<file path="src/rtl/hex_word_ascii_serializer.sv">
// -----------------------------------------------------------------------------
// hex_word_ascii_serializer
//
// Accepts a NIBBLES-wide hexadecimal word over a valid/ready handshake and
// emits its ASCII digit characters one per output handshake, most significant
// nibble first. Case (upper) and leading-zero suppression (suppress_zeros) are
// sampled together with the word.
//
// Optional feature macro: HEX_ASCII_PREFIX_EN
//   defined   : every word is preceded by the characters '0' and 'x'
//   undefined : digits only
//
// Parameters
//   NIBBLES         hex digits per input word (1..16)
//
// Ports
//   clk             system clock, rising edge
//   clrn            asynchronous active-low reset
//   in_valid        in_data/upper/suppress_zeros valid
//   in_ready        block can accept a word (only in IDLE)
//   in_data         word to convert, 4*NIBBLES bits
//   upper           1: a-f as 'A'-'F', 0: 'a'-'f'
//   suppress_zeros  1: drop leading zero nibbles (at least one digit remains)
//   out_valid       out_ascii holds a character
//   out_ready       sink accepts the character
//   out_ascii       ASCII character (registered)
//   out_last        high with the final character of the word (registered)
// -----------------------------------------------------------------------------
module hex_word_ascii_serializer #(
    parameter int unsigned NIBBLES = 4
) (
    input  logic                   clk,
    input  logic                   clrn,
    input  logic                   in_valid,
    output logic                   in_ready,
    input  logic [4*NIBBLES-1:0]   in_data,
    input  logic                   upper,
    input  logic                   suppress_zeros,
    output logic                   out_valid,
    input  logic                   out_ready,
    output logic [7:0]             out_ascii,
    output logic                   out_last
);

    localparam int unsigned IDX_W = (NIBBLES > 1) ? $clog2(NIBBLES) : 1;

    typedef enum logic [1:0] {
        IDLE    = 2'd0,
`ifdef HEX_ASCII_PREFIX_EN
        PREFIX0 = 2'd1,
        PREFIX1 = 2'd2,
`endif
        DIGIT   = 2'd3
    } state_t;

    state_t                 state_q, state_d;
    logic [4*NIBBLES-1:0]   word_q, word_d;
    logic                   upper_q, upper_d;
    logic [IDX_W-1:0]       idx_q, idx_d;
    logic                   out_valid_q, out_valid_d;
    logic [7:0]             out_ascii_q, out_ascii_d;
    logic                   out_last_q, out_last_d;

    // Nibble at a run-time index, built as an explicit mux over the
    // legal indices so no out-of-range select is ever formed.
    function automatic logic [3:0] nib_at(input logic [4*NIBBLES-1:0] word,
                                          input logic [IDX_W-1:0]     idx);
        logic [3:0] r;
        r = '0;
        for (int unsigned i = 0; i < NIBBLES; i++) begin
            if (idx == IDX_W'(i)) r = word[i*4 +: 4];
        end
        return r;
    endfunction

    // Index of the first nibble to emit. With suppression the ascending
    // scan leaves the highest non-zero nibble; an all-zero word keeps 0.
    function automatic logic [IDX_W-1:0] first_index(input logic [4*NIBBLES-1:0] word,
                                                     input logic                 sup);
        logic [IDX_W-1:0] r;
        r = IDX_W'(NIBBLES - 1);
        if (sup) begin
            r = '0;
            for (int unsigned i = 0; i < NIBBLES; i++) begin
                if (word[i*4 +: 4] != 4'h0) r = IDX_W'(i);
            end
        end
        return r;
    endfunction

    // 0-9 -> '0'-'9'; 10-15 -> 'A'-'F' (0x41-10 = 0x37) or 'a'-'f' (0x61-10 = 0x57).
    function automatic logic [7:0] hex_char(input logic [3:0] nib, input logic up);
        logic [7:0] r;
        if (nib < 4'd10)
            r = 8'h30 + {4'h0, nib};
        else if (up)
            r = 8'h37 + {4'h0, nib};
        else
            r = 8'h57 + {4'h0, nib};
        return r;
    endfunction

    // Next-state and next-output logic. Output registers are loaded with the
    // character that will be presented in the following cycle, so out_ascii,
    // out_valid and out_last never depend combinationally on out_ready.
    always_comb begin
        logic [IDX_W-1:0] start_idx;
        logic [IDX_W-1:0] next_idx;

        state_d     = state_q;
        word_d      = word_q;
        upper_d     = upper_q;
        idx_d       = idx_q;
        out_valid_d = out_valid_q;
        out_ascii_d = out_ascii_q;
        out_last_d  = out_last_q;
        start_idx   = first_index(in_data, suppress_zeros);
        next_idx    = idx_q - IDX_W'(1);

        unique case (state_q)
            IDLE: begin
                out_valid_d = 1'b0;
                out_last_d  = 1'b0;
                if (in_valid) begin
                    word_d      = in_data;
                    upper_d     = upper;
                    idx_d       = start_idx;
                    out_valid_d = 1'b1;
`ifdef HEX_ASCII_PREFIX_EN
                    state_d     = PREFIX0;
                    out_ascii_d = 8'h30;
                    out_last_d  = 1'b0;
`else
                    state_d     = DIGIT;
                    out_ascii_d = hex_char(nib_at(in_data, start_idx), upper);
                    out_last_d  = (start_idx == '0);
`endif
                end
            end

`ifdef HEX_ASCII_PREFIX_EN
            PREFIX0: begin
                if (out_ready) begin
                    state_d     = PREFIX1;
                    out_ascii_d = 8'h78;
                    out_last_d  = 1'b0;
                end
            end

            PREFIX1: begin
                if (out_ready) begin
                    state_d     = DIGIT;
                    out_ascii_d = hex_char(nib_at(word_q, idx_q), upper_q);
                    out_last_d  = (idx_q == '0);
                end
            end
`endif

            DIGIT: begin
                if (out_ready) begin
                    if (idx_q == '0) begin
                        state_d     = IDLE;
                        out_valid_d = 1'b0;
                        out_last_d  = 1'b0;
                    end else begin
                        idx_d       = next_idx;
                        out_ascii_d = hex_char(nib_at(word_q, next_idx), upper_q);
                        out_last_d  = (next_idx == '0);
                    end
                end
            end

            default: begin
                state_d     = IDLE;
                out_valid_d = 1'b0;
                out_last_d  = 1'b0;
            end
        endcase
    end

    always_ff @(posedge clk or negedge clrn) begin
        if (!clrn) begin
            state_q     <= IDLE;
            word_q      <= '0;
            upper_q     <= 1'b0;
            idx_q       <= '0;
            out_valid_q <= 1'b0;
            out_ascii_q <= 8'h00;
            out_last_q  <= 1'b0;
        end else begin
            state_q     <= state_d;
            word_q      <= word_d;
            upper_q     <= upper_d;
            idx_q       <= idx_d;
            out_valid_q <= out_valid_d;
            out_ascii_q <= out_ascii_d;
            out_last_q  <= out_last_d;
        end
    end

    assign in_ready  = (state_q == IDLE);
    assign out_valid = out_valid_q;
    assign out_ascii = out_ascii_q;
    assign out_last  = out_last_q;

endmodule

</file>
<file path="config.mk">
export PLATFORM = sky130hd
export DESIGN_NAME = hex_word_ascii_serializer
export DESIGN_NICKNAME = d
export VERILOG_FILES = /design/src/rtl/hex_word_ascii_serializer.sv
export SDC_FILE = /design/constraint.sdc
export NUM_CORES = 1
export LEC_CHECK = 0
export ABC_AREA = 0
export CAP_MARGIN = 10
export CORE_MARGIN = 3
export CORE_UTILIZATION = 40
export DETAILED_ROUTE_END_ITERATION = 7
export PLACE_DENSITY = 0.64
export SLEW_MARGIN = 20
export SYNTH_ARGS = -nofsm -noshare
export SYNTH_HDL_FRONTEND = slang
export SYNTH_SLANG_ARGS = --single-unit
</file>
<file path="constraint.sdc">
create_clock -name clk -period 2.6 [get_ports clk]
set_input_delay 0.52 -clock clk [delete_from_list [all_inputs] [get_ports clk]]
set_output_delay 0.52 -clock clk [all_outputs]
set_load 0.03 [all_outputs]
</file>
==> results of run 1 <==
==> kinds of logic after synthesis <==
kind of cell    share of synthesized area
other cells                      0.002102
fa+ha+maj                         0.04909
mux                                0.1178
buf+inv                           0.03857
compound gates                     0.1858
simple gates                       0.1999
flops                              0.4067
==> cell usage after synthesis (3+ instances only) <==
| master | n | area, µm² |
|---|---|---|
| o211ai_1 | 4 | 30.03 |
| nand3_1 | 4 | 20.02 |
| and2_1 | 3 | 18.77 |
| o31ai_1 | 3 | 22.52 |
| o21ai_0 | 3 | 15.01 |
| nor2_1 | 7 | 26.28 |
| nor2b_1 | 4 | 25.02 |
| mux2i_1 | 3 | 30.03 |
| nor4b_1 | 5 | 43.79 |
| mux2_2 | 16 | 180.2 |
| ha_1 | 7 | 87.58 |
| inv_1 | 7 | 26.28 |
| a21oi_1 | 5 | 25.02 |
| dfrtp_1 | 29 | 725.7 |
| nand2_1 | 25 | 93.84 |
| clkbuf_1 | 4 | 15.01 |
| a31oi_1 | 4 | 25.02 |
==> cell type report <==
cell class	count	area [µm²]	area share
inverter	8	30.03	0.01245
sequential	29	726.9	0.3013
clock inverter	1	5.005	0.002075
tap	50	62.56	0.02593
multi-input combinational	134	1016	0.4212
clock buffer	7	96.34	0.03994
timing repair buffer	53	475.5	0.1971
==> per-stage QoR <==
stage	hold slack [ps]	utilization	cell area, µm²	power [µW]
2_1_floorplan	224.4	-	1784	1943
3_3_place_gp	463.4	0.5492	2276	2456
3_5_place_dp	465.1	0.5492	2276	2501
4_1_cts	481.0	0.5737	2377	2927
5_1_grt	488.2	0.5821	2412	3225
6_report	471.7	0.5821	2412	2997
==> final timing paths <==
check	start	endpoint	slack, ps
hold / removal	out_ascii[4]	out_ascii[4]	470
setup / recovery	idx_q[1]	out_ascii[6]	150
hold reg to reg	out_ascii[4]	out_ascii[4]	470
min in group asynchronous	clrn	state_q[0]	610
setup reg to reg	idx_q[1]	out_ascii[6]	150
max in group asynchronous	clrn	idx_q[0]	1700
==> metal layers <==
layer / up-vias / part of all wire
li1: 766 / -
met1: 770 / 0.41
met4: 0 / 0.017
met5: - / 0
met2: 63 / 0.50
met3: 8 / 0.067
==> sequential cells by signal, indices dropped and copies added (netlist names) <==
register,count
idx_q,2
out_ascii,7
out_last,1
out_valid,1
state_q,1
upper_q,1
word_q,16
==> where the power goes <==
| group | switching [µW] | leakage [µW] | internal (µW) |
|---|---|---|---|
| Sequential | 161 | 0.000343 | 690 |
| Clock | 182 | 0.0000542 | 239 |
| Combinational | 915 | 0.000601 | 811 |
| Total | 1260 | 0.000998 | 1740 |
==> repair_timing <==
item,in CTS,in global routing
setup buffers,0,1
setup endpoints to repair,0,2
resized for setup,0,7
==> critical path, cell delays in order, from the launching register on <==
cell and delay, ps:
dfrtp_1 410, inv_1 120, ha_1 230, nor2b_1 150, a221o_1 310, a22oi_2 220, ha_2 230, inv_1 50
a21oi_2 140, o221ai_2 120, o32a_1 360
==> impl_metrics.ini, run 1 <==
[global_route]
busiest_layer = met2
grt_use_met1 = 0.2392
track_usage = 0.1896
grt_pass1_wl_um = 7714
grt-ovfl-total = 0
antenna_found_initial = 0
grt_pass1_vias = 1600
grt_max_degree = 30
globalRouteMet2Util = 0.3166
grtUsageMet3 = 0.03168

[timing]
min_period_ps = 2452
fin_crit_sh = 0.9430
skew_ps = 8.558
setup_viol = 0
rsz0062_at_grt = no
slew_viol_final = 0
fmax_ghz = 0.4079
worst_slack_ps = 148.3
setup_tns_ps = 0
hold_viol = 0

[job]
cap_violations = 0

[placed_design]
dp_slack_ps = -36.31
place_congestion = 0.8255
port_buffers = 31
dp.cells = 273
dp_hpwl_um = 3508

[layout]
layout_common_cells = 31 x clkdlybuf4s50_1, 28 x dfrtp_1, 25 x nand2_1
fillers = 364
final_nets = 260
drive_gt1_frac = 0.2629
final_common_cell = clkdlybuf4s50_1
syn_to_final_growth_pct = 35.20
diodes = 0
layout.cells.non_filler = 282

[drt]
firstDrtPassIters = 4
drc = 0
initialDrtViolationCount = 185
ant_nets = 0
wl_um = 4599
viasPerCell = 5.699
wl_per_cell_um = 16.31
num_vias = 1607

[synth]
synthFlopType = dfrtp_1
syn_inst = 178
ys_ff_latch = 29
synth-edff-count = 0
seq_area_frac_synth = 0.4067
syn_area_per_cell_um2 = 10.02
ys_warn_count = 0
netlist_area_um2 = 1784
syn-num-nets = 207
synth_cell_type_count = 53
async_reset_ff_frac = 1.000

[die]
core_um2 = 4144
initial_utilization = 0.4306
fp-row-count = 23
pin_count = 33
dieHeight_um = 72.79
die_w_um = 72.79
dieArea_um2 = 5298

[clocking]
cts_buffers = 5
cts_tree = done
clk_path_buf_depth = 2
clkLatencyLatePin_ps = 290
h-tree-depth = 2
cts_root_buffer = clkbuf_8
holdBufCountCts = 0
cts.clk_slew.worst_paths_ps = 70
cts.sinks = 29

[setup_path]
worstRegToRegCells = 10
cp-end-kind = flip-flop
cp.arrival_ps = 2630
required_ps = 2780
crit_fanout = 4
crit_path_start_kind = flip-flop
criticalPathCategory = reg -> reg

[hold_path]
hold_path.class = reg -> reg
min_path_cells = 2

[power_and_ir_drop]
power_leakage_uw = 0.0009982
powerDensity_nw_per_um2 = 1243
irDropWorstVdd_mv = 0.4398

[run_status]
run_status = completed
Note: power is estimated with default switching activity, not from simulation.
==> run 2, diff against run 1 <==
Settings changed: CORE_MARGIN 3 to 10, GPL_ROUTABILITY_DRIVEN from default to 0.
==> impl_metrics.ini, run 2 (same netlist as run 1, synthesis figures left out) <==
[timing]
fin_crit_sh = 0.9343
rsz0062_at_grt = no
setup_tns_ps = 0
hold_viol = 0
slew_viol_final = 0
setup_viol = 0
fmax_ghz = 0.4116
holdWs_ps = 480.6
worst_slack_ps = 170.7
min_period_ps = 2429
skew_ps = 6.305

[power_and_ir_drop]
irDropWorstVdd_mv = 0.4404
pwr-share-clk = 0.126
p_total_uw = 2979
comb_power_share = 0.587
powerDensity_nw_per_um2 = 1244
switchingPower_uw = 1260
seq_power_share = 0.287
internal_power_uw = 1719
swShare = 0.4230
power_leakage_uw = 0.0009829

[drt]
viasPerCell = 5.521
firstDrtPassIters = 4
ant_nets = 0
num_vias = 1557
initialDrtViolationCount = 68
wl_per_cell_um = 17.07
wl_um = 4813
drc = 0

[clocking]
holdBufCountCts = 0
clk_path_buf_depth = 2
clkLatencyLatePin_ps = 290
cts.sinks = 29
cts_tree = done
cts.clk_slew.worst_paths_ps = 60
cts_buffers = 5
cts_root_buffer = clkbuf_8
h-tree-depth = 2

[global_route]
grtUsageMet3 = 0.04878
globalRouteMet2Util = 0.2139
grt_pass1_vias = 1609
grt-ovfl-total = 0
grt_use_met1 = 0.1544
track_usage = 0.1314
grt_max_degree = 30
grt_pass1_wl_um = 7955
busiest_layer = met2
antenna_found_initial = 0

[layout]
largest-register = word_q
syn_to_final_growth_pct = 34.22
final_common_cell = clkdlybuf4s50_1
diodes = 0
drive_gt1_frac = 0.2609
final_nets = 259
final_cell_area_um2 = 2395
fillers = 385
layout_common_cells = 31 x clkdlybuf4s50_1, 28 x dfrtp_1, 25 x nand2_1
largest_register_ffs = 16

[setup_path]
crit_path_start = idx_q[0]
cp-end-kind = flip-flop
required_ps = 2760
crit_fanout = 5
cp.arrival_ps = 2590
r2r-start = idx_q[0]
crit_path_start_kind = flip-flop
criticalPathCategory = reg -> reg

[die]
pin_count = 33
dieHeight_um = 86.79
die_w_um = 86.79
fp-row-count = 24
dieArea_um2 = 7532
initial_utilization = 0.4126
core_um2 = 4324

[placed_design]
dp_hpwl_um = 3744
place_area_um2 = 2263
dp_slack_ps = -58.46
port_buffers = 31

[job]
cap_violations = 0

[hold_path]
worstHoldStart = out_ascii[2]
hold_path.class = reg -> reg

[run_status]
run_status = completed
-- run 2: changes by cell type in the layout (fill, tap and decap cells not counted), sizes merged --
cell and change:
buf -1, clkinv -1
-- run 2: critical path: stages (launching register included) --
cell	delay, ps
dfrtp_2	440
ha_1	240
nor2b_1	150
a221o_1	320
a22oi_2	240
ha_2	230
inv_1	50
a21oi_2	140
o221ai_2	120
o32a_1	370
-- run 2: power by group through the flow --
stage / combinational (µW) / sequential, µW / clock [µW]
floorplan: 1010 / 933 / 0
global placement: 1600 / 841 / 0
detailed placement: 1640 / 859 / 0
CTS: 1660 / 854 / 385
global route: 1920 / 879 / 401
finish: 1750 / 854 / 375
-- run 2: cell type report --
| cell class | count | area (µm²) | area share |
|---|---|---|---|
| Multi-Input combinational cell | 134 | 1018 | 0.4253 |
| Sequential cell | 29 | 726.9 | 0.3036 |
| Timing Repair Buffer | 52 | 467.9 | 0.1954 |
| Clock buffer | 7 | 86.33 | 0.03605 |
| Tap cell | 52 | 65.06 | 0.02717 |
| Inverter | 8 | 30.03 | 0.01254 |
-- run 2: layer usage --
layer,wire length (µm),share of wire
met2,2319,0.48
met5,0,0
met3,345,0.072
met1,2097,0.44
met4,51,0.011
-- run 2: what timing repair did --
action / CTS / global route
endpoints found under the setup margin: 1 / 1
gates resized for setup: 1 / 8
setup buffers: 0 / 2
cloned: 0 / 0
pin swaps: 0 / 2
-- run 2: worst paths after layout --
kind,endpoint,slack [ps],cells past startpoint
max in group asynchronous,idx_q[0],1660,2
hold / removal,out_ascii[2],480,2
setup / recovery,out_ascii[6],170,9
setup reg to reg,out_ascii[6],170,9
hold reg to reg,out_ascii[2],480,2
min in group asynchronous,out_valid,620,2
-- run 2: stage by stage --
stage | utilization | std cells
after global placement | 0.5234 | 273
final | 0.5538 | 282
after detailed placement | 0.5234 | 273
after floorplan | - | 178
after global routing | 0.5538 | 282
after CTS | 0.5446 | 280
==> run 3, diff against run 2 <==
Settings changed: HOLD_SLACK_MARGIN from default to 0.03, REMOVE_ABC_BUFFERS from default to 1.
==> impl_metrics.ini, run 3 (same netlist as run 1, synthesis figures left out) <==
[clocking]
cts_tree = done
cts_buffers = 5
clkLatencyLatePin_ps = 290
clk_path_buf_depth = 2
cts.sinks = 29
h-tree-depth = 2
cts.clk_slew.worst_paths_ps = 70
cts_root_buffer = clkbuf_8

[drt]
firstDrtPassIters = 4
ant_nets = 0
viasPerCell = 5.577
num_vias = 1567
wl_per_cell_um = 17.16
initialDrtViolationCount = 105
wl_um = 4821
drc = 0

[die]
initial_utilization = 0.4126
dieHeight_um = 86.79
die_w_um = 86.79
core_um2 = 4324
pin_count = 33
dieArea_um2 = 7532
fp-row-count = 24

[setup_path]
worstRegToRegCells = 10
cp-end-kind = flip-flop
worst_r2r_endpoint = out_ascii[6]
crit_path_start_kind = flip-flop
required_ps = 2760
cp.arrival_ps = 2570
criticalPathCategory = reg -> reg
crit_fanout = 5
r2r-start = idx_q[0]
reg2reg_setup_slack_ps = 180

[hold_path]
hold_end = out_ascii[5]
hold_path.class = reg -> reg
worstHoldStart = out_ascii[5]
min_path_cells = 2

[global_route]
grt_pass1_vias = 1729
grt_pass1_wl_um = 8397
track_usage = 0.1381
antenna_found_initial = 0
grt_max_degree = 30
grt-ovfl-total = 0

[timing]
setup_viol = 0
rsz0062_at_grt = no
slew_viol_final = 0
skew_ps = 9.748
min_period_ps = 2415
worst_slack_ps = 185.0
fin_crit_sh = 0.9289
fmax_ghz = 0.4141
setup_tns_ps = 0
hold_viol = 0

[layout]
largest-register = word_q
diodes = 0
syn_to_final_growth_pct = 33.10
layout.cells.non_filler = 281
final_nets = 257
fin_util = 0.5492
final_cell_area_um2 = 2375
drive_gt1_frac = 0.2402
largest_register_ffs = 16
final_common_cell = clkdlybuf4s50_1
layout_common_cells = 31 x clkdlybuf4s50_1, 29 x dfrtp_1, 25 x nand2_1

[power_and_ir_drop]
power_leakage_uw = 0.0009864
irDropWorstVdd_mv = 0.5447
powerDensity_nw_per_um2 = 1230

[placed_design]
port_buffers = 31
dp_slack_ps = -8.948
dp_hpwl_um = 3820
dp.cells = 273
place_area_um2 = 2263

[run_status]
run_status = completed

[job]
cap_violations = 0
run 3: per-layer routing:
metal	up-vias	GRT usage	wire length, µm
met5	-	0	0
met4	0	0.05155	108
met3	13	0.04315	266
met2	45	0.2305	2365
met1	752	0.1609	2081
li1	757	-	-
run 3: worst max-delay path by stage:
stage | startpoint | end | slack, ps | cells past startpoint
finish | idx_q[0] | out_ascii[6] | 180 | 10
global route | idx_q[0] | out_ascii[6] | 20 | 11
CTS | idx_q[0] | out_ascii[6] | 60 | 11
detailed placement | in_data[14] | out_ascii[6] | -9 | 8
global placement | in_data[9] | out_ascii[1] | 30 | 7
floorplan | in_valid | out_ascii[6] | 170 | 4
run 3: report_power, final:
group,switching (µW),total (µW),internal [µW]
registers,153,841,688
clock network,174,413,239
logic,914,1670,754
total,1240,2920,1680
run 3: per-stage QoR:
stage	total power (µW)	hold slack, ps
after floorplan	1926	224.4
after global placement	2437	462.7
after detailed placement	2503	466.1
after CTS	2932	481.3
after global routing	3168	507.3
final	2922	472.8
run 3: timing repair:
item / in CTS / in global routing
setup buffers: 0 / 0
setup endpoints to repair: 1 / 2
resized for setup: 1 / 2
hold buffers: 0 / 0
run 3: layout make-up:
class | instances | area (µm²)
fill | 418 | 1949
multi-input combinational | 134 | 999.7
sequential | 29 | 725.7
timing repair buffer | 50 | 452.9
clock buffer | 7 | 96.34
tap | 52 | 65.06
inverter | 8 | 30.03
clock inverter | 1 | 5.005
run 3: critical path, cell delays in order (launching register included):
cell      delay [ps]
dfrtp_1          430
inv_1            130
ha_1             250
nor2b_1           90
a221o_1          310
a22oi_2          180
ha_1             210
inv_1             50
a21oi_1          160
o221ai_2         130
o32a_1           360
